### src/rtl/control_sequencer.sv
// Sequential half of the control unit: one-hot state register, instruction register,
// memory stall, halt hold and illegal-opcode trap. Optional retire counter: CONTROL_SEQUENCER_RETIRE_COUNT_EN.
//
// state        | meaning
// -------------+----------------------------------------------
// ST_FETCH     | fetch instruction (mem_req, wait for mem_ack)
// ST_DECODE    | decode; opc1/opc2 valid
// ST_UOP_OPND  | microop operand
// ST_UOP_EXEC  | microop execute
// ST_MEM_OPND  | memory operand
// ST_MEM_EXEC  | memory access (mem_req, wait for mem_ack)
// ST_JMP_OPND  | jump operand
// ST_JMP_EXEC  | jump execute
// ST_SET_OPND  | set-constant operand
// ST_SET_EXEC  | set-constant execute
// ST_LINK_PC   | link PC
// ST_CALL_LINK | call link
// ST_UPDATE_PC | update PC; retire point, halt hold, trap target
module control_sequencer #(
    parameter int IW = 32
) (
    input  logic          clk,
    input  logic          rst,
    input  logic [12:0]   nextstate,
    input  logic [IW-1:0] instr,
    input  logic          mem_ack,
    input  logic          halt,
    output logic [12:0]   state,
    output logic          opc1,
    output logic [3:0]    opc2,
    output logic [IW-1:0] ir,
    output logic          mem_req,
    output logic          halted,
    output logic          illegal,
    output logic [7:0]    illegal_cnt,
    output logic [31:0]   retired
);

    typedef enum logic [12:0] {
        ST_FETCH     = 13'h0001,
        ST_DECODE    = 13'h0002,
        ST_UOP_OPND  = 13'h0004,
        ST_UOP_EXEC  = 13'h0008,
        ST_MEM_OPND  = 13'h0010,
        ST_MEM_EXEC  = 13'h0020,
        ST_JMP_OPND  = 13'h0040,
        ST_JMP_EXEC  = 13'h0080,
        ST_SET_OPND  = 13'h0100,
        ST_SET_EXEC  = 13'h0200,
        ST_LINK_PC   = 13'h0400,
        ST_CALL_LINK = 13'h0800,
        ST_UPDATE_PC = 13'h1000
    } state_e;

    logic [12:0] state_q;
    logic [12:0] state_d;
    logic        legal_ns;
    logic        stall;
    logic        hold;
    logic        trap;

    assign mem_req = state_q[0] | state_q[5];
    assign halted  = state_q[12] & halt;
    assign state   = state_q;
    assign opc1    = ir[IW-1];
    assign opc2    = ir[IW-2:IW-5];

    always_ff @(posedge clk or posedge rst) begin
        if (rst) begin
            state_q <= ST_FETCH;
        end else begin
            state_q <= state_d;
        end
    end

    // Stall and halt both freeze the register and suppress the trap check.
    always_comb begin
        state_d  = state_q;
        trap     = 1'b0;
        legal_ns = (nextstate != 13'd0) && ((nextstate & (nextstate - 13'd1)) == 13'd0);
        stall    = mem_req & ~mem_ack;
        hold     = state_q[12] & halt;
        if (!stall && !hold) begin
            if (legal_ns) begin
                state_d = nextstate;
            end else begin
                state_d = ST_UPDATE_PC;
                trap    = 1'b1;
            end
        end
    end

    always_ff @(posedge clk or posedge rst) begin
        if (rst) begin
            ir          <= '0;
            illegal     <= 1'b0;
            illegal_cnt <= 8'd0;
        end else begin
            if (state_q[0] && mem_ack) begin
                ir <= instr;
            end
            illegal <= trap;
            if (trap && illegal_cnt != 8'hFF) begin
                illegal_cnt <= illegal_cnt + 8'd1;
            end
        end
    end

`ifdef CONTROL_SEQUENCER_RETIRE_COUNT_EN
    logic        retire;
    logic [31:0] retired_q;

    assign retire  = state_q[12] & ~halt;
    assign retired = retired_q;

    always_ff @(posedge clk or posedge rst) begin
        if (rst) begin
            retired_q <= 32'd0;
        end else if (retire) begin
            retired_q <= retired_q + 32'd1;
        end
    end
`else
    assign retired = 32'd0;
`endif

endmodule

### config.mk
export PLATFORM = sky130hd
export DESIGN_NAME = control_sequencer
export DESIGN_NICKNAME = d
export VERILOG_FILES = /design/src/rtl/control_sequencer.sv
export SDC_FILE = /design/constraint.sdc
export NUM_CORES = 1
export LEC_CHECK = 0
export CELL_PAD_IN_SITES_DETAIL_PLACEMENT = 1
export CELL_PAD_IN_SITES_GLOBAL_PLACEMENT = 1
export CORE_ASPECT_RATIO = 1.1
export CORE_MARGIN = 10
export CORE_UTILIZATION = 29
export CTS_CLUSTER_SIZE = 16
export DETAILED_ROUTE_END_ITERATION = 8
export GPL_ROUTABILITY_DRIVEN = 0
export GPL_TIMING_DRIVEN = 0
export PLACE_DENSITY_LB_ADDON = 0.12
export SLEW_MARGIN = 20
export SYNTH_ARGS = -nofsm -noshare
export SYNTH_HDL_FRONTEND = slang
export SYNTH_SLANG_ARGS = --single-unit
### constraint.sdc
create_clock -name clk -period 2.55 [get_ports clk]
set_input_delay 0.51 -clock clk [delete_from_list [all_inputs] [get_ports clk]]
set_output_delay 0.51 -clock clk [all_outputs]
set_load 0.03 [all_outputs]
==> metrics list <==
- Wire length of the first global-routing pass: 11.6 mm
- Largest cells by area after synthesis: dfrtp_1 (52%), mux2_2 (14%), buf_4 (11%)
* Remaining antenna violation count: 0
- Final hold viol count: 0
- Warning count from the yosys run: 0
- Part of the power in the clock network: 24.4%
- The final-report max-slew violation count is 0.
* Final antenna diode count: 0
- In the routed design, unresolved DRC markers number 0.
* CTS root buf: clkbuf_8
* Outcome: complete, no violations
* Setup Total Neg Slack: 0 ns
* Area growth from synthesis to final layout: 58.0%
- Worst-path cell chain: clkdlybuf4s50_1 > or4_1 > nor2_1 > xnor2_1 > nand3_1 > nor3_4 > buf_6 > a22o_1
- Placed Cells: 453
- In the final routed layout, each cell accounts on average for 16.2 µm.
- After floorplanning, the core was sized to cover 0.00850 mm².
- Cell-internal power: 0.00143 W
- In this run the vertical extent of the chip is 119 µm.
- Summed instance area of the synthesized netlist: 0.00257 mm²
- Clock sinks: 54
* Post-detailed-routing wire length: 7.45 mm
- Unrepaired setup endpoints after global routing: no
- Class of the most critical setup path: in -> reg
- Starting utilization of the core area: 30.2%
- Dividing the detail-routed via count by the number of cells gives 4.31.
- Summed over all nets, the switching power comes to 0.000679 W.
* Combinational share of power: 29.4%
* Leading register cell type out of synthesis: dfrtp_1
* Clock latency on the worst-skew pair: 0.31 ns
* Final Setup Violations: 0
- The smallest clock period supported by the final layout is computed as 2.39 ns.
- Distinct cell type count of the synthesized netlist: 41
- Summed over all instances, the cell type with the most area after synthesis is dfrtp_1.
- A synthesized cell averages 12.8 µm².
* Critical Path Stages: 8
* Sequential Power Share: 46.3%
* Share of synthesized area occupied by flip-flops and latches: 52.7%
- Commonest cells in the synthesized netlist: dfrtp_1 (53), buf_4 (37), mux2_2 (32)
- Least-Margin Pin Slew: 0.541 ns
* Total number of vias: 1988
- Entering global routing, the biggest net connects 55 pins.
* Buffers from clock root to sink, at most: 2
- Number of standard cells in the final layout excluding fillers: 461
* Critical-path maximum fanout: 10
- For this run, the slowest stage of the critical path takes 0.56 ns.
- Final worst clock skew: 0.00758 ns
- Along the worst hold path, the cell count comes to 1.
- Worst vdd ir: 0.389 mV
- Reg2Reg Depth: 7
- Net switching is 32.2% of the power.
* Number of DRC markers after the initial detailed-route iteration: 37
- Count of flip-flops with a built-in enable after synthesis: 0
- LEAKAGE: 1.90 nW
- Timing would allow up to 0.419 GHz.
- Critical path's slowest cell: or4_1
- CTS tree: done
* Number of global-route vias before repair: 2185
- Maximum level of the CTS H-tree: 2
- The count of buffers added on input and output ports is 109.
- Cells after Synth: 201
* Critical Path Start Type: primary input
- The total overflow left after global routing is 0.
- Tightest Hold Check Type: reg -> reg
- After clock tree synthesis, the flow added hold-fix buffers numbering 0.
* Share of flip-flops with an asynchronous set or reset: 100%
- Proportion of layout cells with a drive suffix above 1: 26.9%
- At the worst endpoint, the required time is 2.80 ns.
- For this run, the total global-route usage over all layers was measured as 11.1%.
- The initialized floorplan defines 35 standard-cell rows.
- Clock-pin slew on the worst setup and hold paths: 0.10 ns
* Area share of the largest cell type after synthesis: 51.6%
* Max-capacitance violation count: 0
* Chip Width: 110 µm
- The die covers 0.0130 mm².
- By instance count, the leading cell after synthesis is dfrtp_1.
- Final worst-path cycle share: 93.7%
- Detailed placement finished with a half-perimeter wire length of 6.07 mm.
- Synthesis-stage register bit count: 54
- Kind of capture point of the worst setup path: register
* Count of nets after finishing: 399
* Power density relative to cell area: 519 mW/mm²
* Worst rel slew slack: 63.9%
* Critical path arrival: 2.64 ns
- Total CTS buffers: 5
- 142 I/O pins were placed.
- Top Family by Delay on Critical Path: simple AND/OR/NAND/NOR gates
* First drt pass iteration count: 4
* CP Buf/Inv Count: 2
- Number of antenna violations at the first check in global routing: 0
-- kinds of logic (layout without fill, tap and decap cells) --
kind of cell               count (synthesis)  in the layout  synth area share (%)
DFF                                       54             54                  52.7
buffers and inverters                     44            162                  12.2
and+or+nand+nor                           34             34                  8.96
muxes                                     33             33                  14.6
AOI/OAI and AO/OA                         27             27                  8.57
xor gates and xnor gates                   7              7                  2.39
adders and majority gates                  1              1                 0.487
other                                      1             32                 0.146
-- worst reg2reg max path: cells and delay by family, from the launching register on --
family | cells | cell delay [ns]
DFF | 1 | 0.41
AOI/OAI and AO/OA | 1 | 0.30
and+or+nand+nor | 4 | 0.68
muxes | 1 | 0.30
buffers and inverters | 1 | 0.20
-- per-layer routing --
layer | vias up | routed length, µm | global-route usage, %
met3 | 5 | 793 | 4.73
li1 | 935 | - | -
met2 | 90 | 3580 | 18.5
met5 | - | 0 | 0
met4 | 0 | 39 | 1.95
met1 | 958 | 3030 | 12.8
-- stage by stage --
stage	util [%]	total power, W	cell area (µm²)	worst slack [ns]	hold slack (ns)
final	47.8	0.00211	4060	0.161	0.508
after CTS	47.6	0.00215	4040	0.114	0.510
after floorplan	-	0.00135	2690	0.405	0.632
after global routing	47.8	0.00223	4060	0.0223	0.524
after detailed placement	46.4	0.00162	3950	-0.216	0.492
after global placement	46.1	0.00160	3920	-0.477	0.476
-- worst paths after layout --
| kind | slack, ns | end | startpoint |
|---|---|---|---|
| max in group asynchronous | 1.65 | state[0]$_DFFE_PP1P_ | rst |
| min in group asynchronous | 0.60 | ir[13]$_DFFE_PP0P_ | rst |
| max | 0.16 | state[7]$_DFFE_PP0P_ | nextstate[6] |
| min | 0.51 | illegal_cnt[4]$_DFFE_PP0P_ | illegal_cnt[4]$_DFFE_PP0P_ |
| min reg2reg | 0.51 | illegal_cnt[4]$_DFFE_PP0P_ | illegal_cnt[4]$_DFFE_PP0P_ |
| max reg2reg | 0.55 | illegal_cnt[1]$_DFFE_PP0P_ | state[5]$_DFFE_PP0P_ |
-- registers in the layout, indices dropped and copies added (netlist names) --
| register | cells |
|---|---|
| ir | 32 |
| state | 13 |
| illegal_cnt | 8 |
| illegal | 1 |
-- layout by cell type (no fill, tap or decap), types with 3 or more instances in the layout --
cell type        Yosys  layout
nor2b_1              3       3
a22o_1              12      12
clkbuf_8             0       6
and3_1               3       3
conb_1               1      32
xnor2_1              7       7
clkdlybuf4s50_1      0     109
buf_1                3       3
nor2_1               5       5
nand4_1              3       3
o21ai_0              4       4
buf_4               37      37
nand2_1              3       3
dfrtp_1             53      53
mux2_2              32      32
-- cell type report --
cell class	instances	area, µm²
multi-input cells	134	1030
clock buffers	6	82.6
plain buffers	43	309
fillers	952	4440
inverters	1	6.26
well taps	111	139
repair buffers	110	1120
clock inverters	2	16.3
flip-flops and latches	54	1350
-- power by group through the flow --
stage | sequential, W | combinational, W | clock [W]
after floorplan | 0.00110 | 0.000257 | 0
after global placement | 0.000990 | 0.000609 | 0
after detailed placement | 0.000993 | 0.000623 | 0
after CTS | 0.000977 | 0.000626 | 0.000546
after global routing | 0.000988 | 0.000666 | 0.000579
final | 0.000975 | 0.000618 | 0.000513
-- repair_timing --
item	in CTS	in global routing
setup buffers	0	0
setup endpoints to repair	0	1
gates resized for setup	0	2
Note: power is estimated with default switching activity, not from simulation.
